File: src/rtl/stream_cmd_decoder_pkg.sv
`default_nettype none
// ============================================================================
//  Module      : stream_cmd_decoder_pkg
//  Description : Opcodes, state encoding and command-field helpers shared by
//                the host command decoder.
//  Revision    : 1.0 - initial release
// ============================================================================
package stream_cmd_decoder_pkg;

    localparam logic [1:0] OP_SET_ADDR = 2'b00;
    localparam logic [1:0] OP_WRITE    = 2'b01;
    localparam logic [1:0] OP_READ     = 2'b10;
    localparam logic [1:0] OP_RSVD     = 2'b11;

    localparam logic [2:0] ST_CMD   = 3'd0;
    localparam logic [2:0] ST_ADDR  = 3'd1;
    localparam logic [2:0] ST_LATCH = 3'd2;
    localparam logic [2:0] ST_WRITE = 3'd3;
    localparam logic [2:0] ST_READ  = 3'd4;

    typedef enum logic [2:0] {
        S_CMD   = ST_CMD,
        S_ADDR  = ST_ADDR,
        S_LATCH = ST_LATCH,
        S_WRITE = ST_WRITE,
        S_READ  = ST_READ
    } state_t;

    function automatic logic [1:0] cmd_op(input logic [7:0] cmd_byte);
        return cmd_byte[7:6];
    endfunction

endpackage
`default_nettype wire

File: src/rtl/stream_skid1.sv
`default_nettype none
// ============================================================================
//  Module      : stream_skid1
//  Description : Single-entry holding register with valid/ready on both sides.
//  Revision    : 1.0 - initial release
// ============================================================================
module stream_skid1 #(
    parameter int WIDTH = 8
) (
    input  logic             CLK,
    input  logic             RESETn,
    input  logic [WIDTH-1:0] i_in_data,
    input  logic             i_in_valid,
    output logic             o_in_ready,
    output logic [WIDTH-1:0] o_out_data,
    output logic             o_out_valid,
    input  logic             i_out_ready
);

    logic             r_valid;
    logic [WIDTH-1:0] r_data;
    logic             w_load;
    logic             w_drain;

    // Accepting only while empty means load and drain never coincide.
    assign w_load  = i_in_valid & ~r_valid;
    assign w_drain = r_valid & i_out_ready;

    always_ff @(posedge CLK) begin
        if (!RESETn) begin
            r_valid <= 1'b0;
            r_data  <= '0;
        end else if (w_load) begin
            r_valid <= 1'b1;
            r_data  <= i_in_data;
        end else if (w_drain) begin
            r_valid <= 1'b0;
        end
    end

    assign o_in_ready  = ~r_valid;
    assign o_out_valid = r_valid;
    assign o_out_data  = r_data;

endmodule
`default_nettype wire

File: src/rtl/stream_cmd_decoder.sv
`default_nettype none
// ============================================================================
//  Module      : stream_cmd_decoder
//  Description : Parses a host byte stream into SET_ADDR / WRITE / READ
//                transactions for the byte-stream-to-APB bridge.
//  Revision    : 1.0 - initial release
// ============================================================================
module stream_cmd_decoder
    import stream_cmd_decoder_pkg::*;
#(
    parameter int LEN_BITS = 6
) (
    input  logic       CLK,
    input  logic       RESETn,
    input  logic [7:0] host_in_data,
    input  logic       host_in_valid,
    output logic       host_in_ready,
    output logic [7:0] host_out_data,
    output logic       host_out_valid,
    input  logic       host_out_ready,
    output logic [7:0] br_in_data,
    output logic       br_in_valid,
    input  logic       br_in_ready,
    input  logic [7:0] br_out_data,
    input  logic       br_out_valid,
    output logic       br_out_ready,
    output logic [7:0] base_address,
    output logic       latch_address,
    output logic       bad_cmd
);

    state_t              r_state;
    state_t              w_state_nxt;
    logic [LEN_BITS-1:0] r_remaining;
    logic [LEN_BITS-1:0] w_remaining_nxt;
    logic [7:0]          r_addr;
    logic [7:0]          w_addr_nxt;
    logic                r_bad_cmd;
    logic                w_bad_cmd_nxt;

    logic                w_host_in_ready;
    logic                w_br_in_valid;
    logic [7:0]          w_br_in_data;
    logic                w_br_out_ready;
    logic                w_latch;
    logic                w_skid_in_ready;
    logic                w_hold_valid;
    logic [7:0]          w_hold_data;

    stream_skid1 #(
        .WIDTH (8)
    ) u_rd_hold (
        .CLK         (CLK),
        .RESETn      (RESETn),
        .i_in_data   (br_out_data),
        .i_in_valid  (br_out_valid & w_br_out_ready),
        .o_in_ready  (w_skid_in_ready),
        .o_out_data  (w_hold_data),
        .o_out_valid (w_hold_valid),
        .i_out_ready (host_out_ready)
    );

    always_ff @(posedge CLK) begin
        if (!RESETn) begin
            r_state     <= S_CMD;
            r_remaining <= '0;
            r_addr      <= '0;
            r_bad_cmd   <= 1'b0;
        end else begin
            r_state     <= w_state_nxt;
            r_remaining <= w_remaining_nxt;
            r_addr      <= w_addr_nxt;
            r_bad_cmd   <= w_bad_cmd_nxt;
        end
    end

    always_comb begin
        w_state_nxt     = r_state;
        w_remaining_nxt = r_remaining;
        w_addr_nxt      = r_addr;
        w_bad_cmd_nxt   = r_bad_cmd;
        w_host_in_ready = 1'b0;
        w_br_in_valid   = 1'b0;
        w_br_in_data    = 8'h00;
        w_br_out_ready  = 1'b0;
        w_latch         = 1'b0;
        // Everything handshake-related stays quiet while reset is held.
        if (RESETn) begin
            case (r_state)
                S_CMD: begin
                    w_host_in_ready = 1'b1;
                    if (host_in_valid) begin
                        w_remaining_nxt = host_in_data[LEN_BITS-1:0];
                        case (cmd_op(host_in_data))
                            OP_SET_ADDR: w_state_nxt   = S_ADDR;
                            OP_WRITE:    w_state_nxt   = S_WRITE;
                            OP_READ:     w_state_nxt   = S_READ;
                            default:     w_bad_cmd_nxt = 1'b1;
                        endcase
                    end
                end
                S_ADDR: begin
                    w_host_in_ready = 1'b1;
                    if (host_in_valid) begin
                        w_addr_nxt  = host_in_data;
                        w_state_nxt = S_LATCH;
                    end
                end
                S_LATCH: begin
                    w_latch = 1'b1;
                    if (br_in_ready) begin
                        w_state_nxt = S_CMD;
                    end
                end
                S_WRITE: begin
                    w_br_in_data    = host_in_data;
                    w_br_in_valid   = host_in_valid;
                    w_host_in_ready = br_in_ready;
                    if (host_in_valid && br_in_ready) begin
                        if (r_remaining == '0) begin
                            w_state_nxt = S_CMD;
                        end else begin
                            w_remaining_nxt = r_remaining - LEN_BITS'(1);
                        end
                    end
                end
                S_READ: begin
                    w_br_out_ready = w_skid_in_ready;
                    // The count advances on delivery to the host, not on the bridge read.
                    if (w_hold_valid && host_out_ready) begin
                        if (r_remaining == '0) begin
                            w_state_nxt = S_CMD;
                        end else begin
                            w_remaining_nxt = r_remaining - LEN_BITS'(1);
                        end
                    end
                end
                default: w_state_nxt = S_CMD;
            endcase
        end
    end

    assign host_in_ready  = w_host_in_ready;
    assign br_in_valid    = w_br_in_valid;
    assign br_in_data     = w_br_in_data;
    assign br_out_ready   = w_br_out_ready;
    assign latch_address  = w_latch;
    assign host_out_valid = RESETn & w_hold_valid;
    assign host_out_data  = RESETn ? w_hold_data : 8'h00;
    assign base_address   = RESETn ? r_addr : 8'h00;
    assign bad_cmd        = RESETn & r_bad_cmd;

endmodule
`default_nettype wire
File: config.mk
export PLATFORM = sky130hd
export DESIGN_NAME = stream_cmd_decoder
export DESIGN_NICKNAME = d
export VERILOG_FILES = /design/src/rtl/stream_cmd_decoder_pkg.sv /design/src/rtl/stream_skid1.sv /design/src/rtl/stream_cmd_decoder.sv
export SDC_FILE = /design/constraint.sdc
export NUM_CORES = 1
export LEC_CHECK = 0
export CAP_MARGIN = 25
export CORE_UTILIZATION = 41
export DETAILED_ROUTE_END_ITERATION = 10
export PLACE_DENSITY = 0.75
export SETUP_SLACK_MARGIN = 0.2
export SKIP_CTS_REPAIR_TIMING = 1
export SLEW_MARGIN = 0
export SYNTH_ARGS = -nofsm -noshare
export SYNTH_HDL_FRONTEND = slang
export SYNTH_SLANG_ARGS = --single-unit
File: constraint.sdc
create_clock -name CLK -period 1.9 [get_ports CLK]
set_input_delay 0.38 -clock CLK [delete_from_list [all_inputs] [get_ports CLK]]
set_output_delay 0.38 -clock CLK [all_outputs]
set_load 0.005 [all_outputs]
# After elaboration in Yosys (flattened, before gate mapping)
# Cells that the tools add are included.
totals:
  ff_bits: 27
  latchBits: 0
  ramBits: 0
  mem_bits_ro: 0
  input_bits: 22
  out_inout_bits: 30
  elab_cells: 66
  memories: 0
op_classes:
  addsub: 1
  mul: 0
  div: 0
  order_cmp: 0
  n_eq_ne: 12
  shifts: 0
  n_mux: 27
  n_bitwise: 7
  reduce_logical: 13
ops:
  columns: ["op", "n"]
  rows:
  - ["$mux 8", 4]
  - ["$mux 6", 4]
  - ["$mux 3", 6]
  - ["$pmux 6 s3", 1]
  - ["$pmux 3 s5", 1]
  - ["$ne 2x2->1 const B", 5]
  - ["$mux 1", 9]
  - ["$pmux 3 s3", 1]
  - ["$eq 3x2->1 const B", 2]
  - ["$logic_not 6->1", 1]
  - ["$reduce_and 6->1", 1]
  - ["$sub 6x1->6 const B", 1]
  - ["$and 1x1->1", 5]
  - ["$ne 4x1->1 const B", 1]
  - ["$reduce_and 4->1", 1]
  - ["$eq 3x1->1 const B", 1]
  - ["$eq 3x3->1 const B", 1]
  - ["$logic_not 3->1", 1]
  - ["$reduce_and 3->1", 1]
  - ["$reduce_bool 3->1", 1]
  - ["$reduce_or 3->1", 1]
  - ["$eq 2x1->1 const B", 1]
  - ["$eq 2x2->1 const B", 1]
  - ["$logic_and 1x1->1", 2]
  - ["6 further kinds", 7]

# Longest topological paths before layout
depth:
  depth_word: 6
  mapped_depth: 6
  ltp_nobuf: 6

# Cells and area by module
# A second synthesis with hierarchy kept.
unflattened:
  hier_cells: 188
  hier_area_um2: 1537.7
modules_own_cells:
  columns: ["mod", "instances", "cells_each", "area_each_um2", "seq_area_each_um2"]
  rows:
  - ["stream_cmd_decoder", 1, 148, 1161.1, 360.3]
  - ["stream_skid1", 1, 40, 376.6, 180.2]

# Least setup slack after synthesis
# OpenSTA, ideal clock, no wires.
synth_timing:
  kind: "reg-to-reg"
  from: "register r_state[0]"
  to: "register u_rd_hold.r_data[0] (netlist: u_rd_hold.o_out_data[0])"
  setup_ns: 0.121
  arrival_time_ns: 1.646
  t_required_ns: 1.779
  slack_ns: 0.133
  path_stages_with_launch: 6
  n_path_buf: 1
  synth_period_minus_slack_ns: 1.767
  cell_sequence: "dfxtp_1 or3b_2 buf_2 nor3_1 nand2_2 mux2_2"
synth_between:
  elab_chain_cells: 5
synth_lines:
  columns: ["item", "line_no", "text"]
  rows:
  - ["start, declared", "stream_cmd_decoder.sv:32", "state_t r_state;"]
  - ["start signal, assigned", "stream_cmd_decoder.sv:70", "r_state <= w_state_nxt;"]
  - ["$eq 3x3->1", "stream_cmd_decoder.sv:89", "case (r_state)"]
  - ["$mux 1", "stream_cmd_decoder.sv:89", null]
  - ["$mux 1", "stream_cmd_decoder.sv:88", "if (RESETn) begin"]
  - ["net br_out_ready", "stream_cmd_decoder.sv:26", "output logic br_out_ready,"]
  - ["$and 1x1->1", "stream_cmd_decoder.sv:56", ".i_in_valid (br_out_valid & w_br_out_ready),"]
  - ["$and 1x1->1", "stream_skid1.sv:26", "assign w_load = i_in_valid & ~r_valid;"]
  - ["end signal, assigned", "stream_skid1.sv:35", "r_data <= i_in_data;"]
  - ["end, declared", "stream_skid1.sv:21", "logic [WIDTH-1:0] r_data;"]
# The timed path passes the listed nets, and every way through them passes these cells.
# A chain may end at the register's enable or synchronous reset.

# Worst setup path after layout
layout_timing:
  from: "register r_state[0]"
  to: "register r_remaining[4]"
layout_between:
  elab_chain_cells: 3
  word_cells_on_any_way: 9
  cone_classes: "eq/ne (5); mux (1); reduce/logical (3)"
layout_lines:
  columns: ["item", "line_no", "text"]
  rows:
  - ["$eq 3x3->1, or another cell as far along", "stream_cmd_decoder.sv:89", null]
  - ["$ne 2x2->1 (no line) / $reduce_bool 3->1 (equally long branches)", null, null]
  - ["$reduce_and 4->1 (no line)", null, null]
  - ["end signal, assigned", "stream_cmd_decoder.sv:71", "r_remaining <= w_remaining_nxt;"]
  - ["end, declared", "stream_cmd_decoder.sv:34", "logic [LEN_BITS-1:0] r_remaining;"]
# Several ways; a longest one is shown, not always the timed one.

==> results.yml <==
sta:
  tightest_slew_ns: 0.426
  period_minus_slack_ns: 1.83
  whs_ns: 0.491
  hold_violations: 0
  slew_violations: 0
  setup_viol: 0
  fin_crit_sh: 0.963
  max_freq_mhz: 547
  rsz0062_at_grt: "true"
  clock_skew_ns: 0.00455
  slew-limit-headroom: 0.715
logic_synthesis:
  syn_area_per_cell_sq_um: 8.79
  synth_seq_cells: 27
  syn_inst: 181
  netlist_top_cells_area: "dfxtp_1 34%, mux2i_1 8.2%, and2_1 6.7%, mux2_2 5.7%, nor2_1 3.8%"
  synth_top_flop_cell: "dfxtp_1"
  synth_largest_area_cell: "dfxtp_1"
  syn-num-nets: 205
  synth_cell_types: 50
  ys_top_cells_by_count: "27 x dfxtp_1, 17 x and2_1, 16 x nor2_1"
  synth_edf_count: 0
  yosysWarnings: 0
  ys_seq_area_frac: 0.340
  yosysTopAreaCellShare: 0.340
  syn_area_sq_mm: 0.00159
  async_reset_ff_frac: 0
  yosysMostFrequentCell: "dfxtp_1"
floorplan:
  die_height_um: 64.3
  io_pins: 52
  row_count: 22
  initial_core_util: 0.431
  dieArea_sq_mm: 0.00413
  core_sq_mm: 0.00369
  chipWidth_um: 64.3
placed_design:
  hpwl_mm: 3.14
  place_congestion: 0.961
  place_inst: 301
  port_buffers: 51
  place_area_sq_mm: 0.00233
min_path:
  worstHoldStart: "r_bad_cmd"
  whs_path_depth: 2
  min_to: "r_bad_cmd"
  hold_class: "reg2reg"
clock_tree:
  clockRootBuffer: "clkbuf_8"
  clockBufferDepth: 2
  clock_latency_ns: 0.27
  cts_tree: "built"
  cts_buffers: 3
  path_clk_slew_ns: 0.09
  clock-sinks: 27
  htreeDepth: 1
power_and_ir_drop:
  leakage_uw: 0.00145
  peakVddDrop_v: 0.000440
  total_power_uw: 2130
  power_density_mw_per_mm2: 792
layout:
  fin_cells: 319
  final_nets: 296
  nFillCells: 264
  insertedDiodeCount: 0
  area_growth_pct: 69.2
  fin_area_sq_mm: 0.00269
  multi_input_area_sq_mm: 0.00105
  final-seq-area_sq_um: 552
  layout-drive-gt1-share: 0.358
setup_path:
  crit_top_cell: "buf_4"
  reg2reg_from: "r_state[0]"
  rr_endpoint: "r_remaining[4]"
  critPathCaptureType: "flip-flop"
  cp_top_family: "buffers and inverters"
  reg2regPathDepth: 8
  slowest_delay_ns: 0.40
  cp_max_fo: 12
  crit_path_cell_trace: "buf_6 > buf_4 > nor3b_1 > a22o_4 > buf_4 > buf_4 > a211oi_1 > o32ai_1"
  arrival_ns: 2.01
  cp.required_ns: 2.08
  crit_type: "reg2reg"
  path_buf_inv: 4
  worst_setup_path_start_kind: "flip-flop"
  slowest_stage: "nor3b_1"
  reg2reg_slack_ns: 0.07
run_status:
  status: "completed"
routing:
  drtIter0Drc: 99
  vias_per_cell: 5.47
  routed_wl_mm: 5.09
  wire_per_inst_um: 16.0
  ant_nets: 0
  first_pass_iters: 4
  via_count: 1744
  drc: 0
grt:
  grt_pass1_wl_mm: 6.69
  grt_max_degree: 38
  antenna_found_initial: 0
  grt_overflow: 0
  grt_pass1_vias: 1447
  track_usage: 0.206
flow_run:
  drv_cap: 0
layout by cell type, fill, tap and decap left out, types with 2 or more instances in the layout:
cell type,count
nand2b_1,2
and3b_2,2
nand2_2,2
buf_6,9
a21oi_1,5
a211oi_2,2
clkbuf_16,2
clkdlybuf4s50_1,25
dfxtp_2,6
mux2i_1,13
dfxtp_1,20
nor2_1,15
a211oi_1,4
buf_4,36
mux2_2,8
nor3_1,3
o211ai_1,3
clkbuf_8,3
nor3b_1,2
ha_1,2
and3_1,4
and3_4,5
and2_1,16
dlymetal6s2s_1,19
inv_1,7
a2111o_1,2
nand3_1,2
o21ai_0,3
nand2_1,11
o22ai_2,2
clkbuf_2,4
worst max path at each step:
stage | depth (start not counted) | slack (ns) | to | from
after floorplan | 4 | 0.18 | r_state[0] | r_remaining[2]
after global placement | 5 | -0.47 | br_in_data[7] | RESETn
after detailed placement | 5 | -0.43 | br_in_data[7] | RESETn
after CTS | 5 | -0.45 | br_in_data[7] | RESETn
after global routing | 8 | -0.04 | r_remaining[4] | r_state[0]
final | 8 | 0.07 | r_remaining[4] | r_state[0]
power breakdown:
part	internal, uW	leakage [uW]	switching [uW]
clock	150	0.0000228	178
sequential	654	0.000223	60.4
combinational	564	0.00120	524
routing by layer:
metal,wire (um),share of wire,GRT usage
met1,2190,0.43,0.288
met2,2540,0.50,0.313
met4,96,0.019,0.0472
met3,269,0.053,0.0536
met5,0,0,0
registers in the layout, summed over array words and instances, names as in the netlist:
name and count:
r_addr 8, r_state 3, u_rd_hold.o_out_valid 1, u_rd_hold.o_out_data 8, r_bad_cmd 1, r_remaining 6
kinds of logic after synthesis:
group,synth area share
multiplexers,0.138
adder cells (fa/ha/maj),0.0157
AO/OA/AOI/OAI,0.154
AND/OR/NAND/NOR,0.280
flip-flops,0.340
buffers and inverters,0.0716
final cells by class:
cell class | instances | area share
timing repair buffer | 96 | 0.353
multi-input combinational | 136 | 0.392
tap | 48 | 0.0223
sequential | 27 | 0.205
inverter | 8 | 0.0112
clock buffer | 4 | 0.0167
worst reg2reg max path, delay by kind of cell, from the launching register on:
kind                   cells  cell delay, ns
AND/OR/NAND/NOR            1            0.40
AO/OA/AOI/OAI              3            0.47
flip-flops                 1            0.33
buffers and inverters      4            0.54
metrics by stage:
step | util | setup slack (ns) | setup TNS [ns]
floorplan | - | 0.181 | 0
global placement | 0.632 | -0.471 | -12.25
detailed placement | 0.632 | -0.428 | -12.29
CTS | 0.644 | -0.450 | -10.99
global route | 0.729 | -0.0377 | -0.0377
finish | 0.729 | 0.0706 | 0
(Power assumes the default switching activity.)
==> RTL change 1, RTL diff (same flow settings) <==
The parameter `LEN_BITS` goes from 6 to 3.
--- a/src/rtl/stream_cmd_decoder.sv
+++ b/src/rtl/stream_cmd_decoder.sv
@@ -10,3 +10,3 @@
 #(
-    parameter int LEN_BITS = 6
+    parameter int LEN_BITS = 3
 ) (
Function: changed (Yosys sat finds a counterexample within 4 cycles, from zero or initial values and one cycle with RESETn low).
==> RTL change 1 against the original RTL <==
- the flow now finishes with violations (setup timing)
- total power shrank 26%
- synthesized cell count shrank 19%
- worst setup slack got worse by 0.18 ns
- sequential cell count is 3 lower
- cell area is 12% lower
- routed wire length shrank 12%
- area after synthesis is 17% lower
- combinational power is 37% lower
==> RTL change 1: results (changes against the original RTL) <==
| Metric | Value |
|---|---|
| Status | complete, but fails checks (was complete, no violations) |
| Failing checks | setup timing |
| WP data arrival | 1.63 ns (was 2.01 ns) |
| FF-to-FF Start | r_state[2] (was r_state[0]) |
| Worst-Skew Late Latency | 0.33 ns (was 0.27 ns) |
| Final setup vio count | 8 (was 0) |
| Met1 usage | 0.2520 (was 0.2879) |
| DR iter-0 viols | 67 (was 99) |
| Reg-to-Reg End | r_remaining[2] (was r_remaining[4]) |
| Synth top cells by count | dfxtp_1 (24), and2_1 (17), nor2_1 (13) (was dfxtp_1 (27), and2_1 (17), nor2_1 (16)) |
| Met2 Resource Use GR | 0.3782 (was 0.3132) |
| Largest cells by area after synthesis | dfxtp_1 (36%), mux2i_1 (9.1%), and2_1 (8.0%) (was dfxtp_1 (34%), mux2i_1 (8.2%), and2_1 (6.7%)) |
| Seq/Total Area, Yosys | 0.3626 (was 0.3399) |
| GRT Util Overall | 0.2174 (was 0.2057) |
| Worst Setup EP | br_in_data[1] (was r_remaining[4]) |
| Hold_sp | r_remaining[1] (was r_bad_cmd) |
| Setup TNS Final | -0.2602 ns (was 0 ns) |
| R2r setup slk | -0.03 ns (was 0.07 ns) |
| Setup WS pre-CTS | -0.3600 ns (was -0.4278 ns) |
| Setup ws final | -0.1141 ns (was 0.07064 ns) |
| Worst-path clk slew | 0.14 ns (was 0.09 ns) |
| Net Switching | 515.4 µW (was 761.7 µW) |
| Area post-placement | 0.002032 mm² (was 0.002330 mm²) |
| DRT Wirelength | 4.479 mm (was 5.092 mm) |
| Worst r2r path cells | 9 (was 8) |
| Drt first pass iters | 5 (was 4) |
[RTL change 1: changes by cell type in the layout (fill, tap and decap cells not counted), moves of 3 or more]
cell	unedited run	this run
a211oi_1	4	1
dfxtp_1	20	13
dlymetal6s2s_1	19	15
clkbuf_4	0	3
dfxtp_2	6	9
[RTL change 1: power by group through the flow]
stage	clock network (µW)	logic (µW)	registers (µW)
after floorplan	0	335	592
after global placement	0	538	602
after detailed placement	0	553	605
after CTS	282	555	594
after global routing	301	734	613
final	282	684	608
[RTL change 1: final cells by class]
class	count	area, µm²	area share
clock buffers	4	36.28	0.01528
repair buffers	94	914.6	0.3851
multi-input cells	109	847.1	0.3567
well taps	44	55.05	0.02318
inverters	6	22.52	0.009484
flip-flops and latches	24	499.2	0.2102
[RTL change 1: layer usage]
layer | wire, µm | share of wire | up-vias
met5 | 0 | 0 | -
met4 | 148 | 0.033 | 0
met3 | 258 | 0.058 | 14
met2 | 2311 | 0.52 | 65
met1 | 1761 | 0.39 | 704
li1 | - | - | 697
==> RTL change 2, RTL diff (config.mk and constraints unchanged) <==
Without the edit above. Take the reset off `r_addr` and load it in a clocked block of its own.
--- a/src/rtl/stream_cmd_decoder.sv
+++ b/src/rtl/stream_cmd_decoder.sv
@@ -66,3 +66,2 @@
             r_remaining <= '0;
-            r_addr      <= '0;
             r_bad_cmd   <= 1'b0;
@@ -71,5 +70,8 @@
             r_remaining <= w_remaining_nxt;
-            r_addr      <= w_addr_nxt;
             r_bad_cmd   <= w_bad_cmd_nxt;
         end
+    end
+
+    always_ff @(posedge CLK) begin
+        r_addr <= w_addr_nxt;
     end
Check against the original RTL: differs if RESETn is asserted again (counterexample within 4 cycles, from zero or initial values and one cycle with RESETn low); with RESETn held inactive, the same outputs for 10 cycles.
==> RTL change 2 against the original RTL <==
- sequential cell count stayed put
- cell area is 3.0% lower
- register-to-register slack better by 0.04 ns
- area after synthesis is 3.1% lower
- routed wire length is 9.5% lower
- largest cell class unchanged
- total power is 3.0% lower
- hold slack worse by 0.018 ns
- first-iteration DRC count is 25% lower
- highest routed layer unchanged
- worst setup slack better by 0.0042 ns
==> RTL change 2: results (changes against the original RTL) <==
| Metric | Value |
|---|---|
| Largest cells by area after synthesis | dfxtp_1 (25%), edfxtp_1 (16%), and2_1 (6.9%) (was dfxtp_1 (34%), mux2i_1 (8.2%), and2_1 (6.7%)) |
| Largest net degree at the start of global routing | 18 (was 38) |
| WP data arrival | 1.45 ns (was 2.01 ns) |
| Worst r2r path cells | 5 (was 8) |
| GRT Util Overall | 0.2129 (was 0.2057) |
| FF-to-FF Start | r_state[1] (was r_state[0]) |
| CP max-delay cell | or3b_4 (was nor3b_1) |
| Vias in the first global route | 1448 (was 1447) |
| DR WL/cell | 15.46 µm (was 15.96 µm) |
| Crit path launch | r_state[2] (was r_state[0]) |
| R2r setup slk | 0.11 ns (was 0.07 ns) |
| Relative slew slack | 0.7204 (was 0.7154) |
| Synth top cells by count | dfxtp_1 (19), and2_1 (17), nand2_1 (14) (was dfxtp_1 (27), and2_1 (17), nor2_1 (16)) |
| Antenna violations before repair | 0 (unchanged) |
| Area post-placement | 0.002292 mm² (was 0.002330 mm²) |
| Post-synth EDFFs | 8 (was 0) |
| Status | complete, no violations (unchanged) |
| Seq/Total Area, Yosys | 0.4029 (was 0.3399) |
| Hold Slack | 0.4726 ns (was 0.4909 ns) |
| Vias | 1622 (was 1744) |
| Leakage | 0.001443 µW (was 0.001448 µW) |
| Reg area | 628.1 µm² (was 551.8 µm²) |
| Multi-In Gates | 120 (was 136) |
| Clock-cell share | 0.01871 (was 0.01674) |
| Synthesized Nets | 188 (was 205) |
| Setup WS pre-CTS | -0.3059 ns (was -0.4278 ns) |
| Worst Setup EP | br_out_ready (was r_remaining[4]) |
| Reg-to-Reg End | r_remaining[5] (was r_remaining[4]) |
| Gpl congestion | 0.8969 (was 0.9608) |
| Fin nets | 277 (was 296) |
| Buffer share of cell area | 0.3501 (was 0.3530) |
| Non-clk bufs | 92 (was 96) |
| Async S/R FF share, synth | 0 (unchanged) |
| DR iter-0 viols | 74 (was 99) |
| Mapped Cells | 164 (was 181) |
| Fin area | 0.002609 mm² (was 0.002690 mm²) |
| Worst hold path class | flip-flop to flip-flop (unchanged) |
| Synthesis Warnings | 0 (unchanged) |
| CP delay by family, top | simple AND/OR/NAND/NOR gates (was buffers and inverters) |
| Worst vdd ir | 0.5035 mV (was 0.4401 mV) |
| Max FO, Critical Path | 3 (was 12) |
| Filler Cell Count | 255 (was 264) |
| DRT Wirelength | 4.608 mm (was 5.092 mm) |
| Fin Clk Skew | 0.002973 ns (was 0.004552 ns) |
| Share of cells above drive strength 1 | 0.2897 (was 0.3579) |
RTL change 2: cell count changes in the layout (fill, tap and decap cells not counted), moves of 3 or more:
cell,change
dfxtp_1,-5
nor2_1,-9
clkbuf_2,-4
mux2_2,-8
edfxtp_1,+8
dfxtp_2,-3
and3_1,+4
mux2_1,+8
and3_4,-5
dlymetal6s2s_1,+3
mux2i_1,-8
buf_6,-3
RTL change 2: routing by layer:
metal	track usage	routed length, µm
met4	0.06534	70
met2	0.3602	2211
met1	0.2713	2025
met5	0	0
met3	0.04167	301
RTL change 2: where the power goes:
group	total, µW	switching, µW	internal, µW
sequential	736	62.4	673
clock	339	190	149
combinational	993	493	500
total	2070	745	1320
RTL change 2: cells by family (layout without fill, tap and decap cells):
logic type               after synthesis  in the layout  synth area share
AND/OR/NAND/NOR                       73             74            0.2819
AO/OA/AOI/OAI                         31             31            0.1543
flip-flops                            27             27            0.4029
buffers and inverters                 18            105           0.05361
multiplexers                          13             13           0.09099
adder cells (fa/ha/maj)                2              2           0.01624
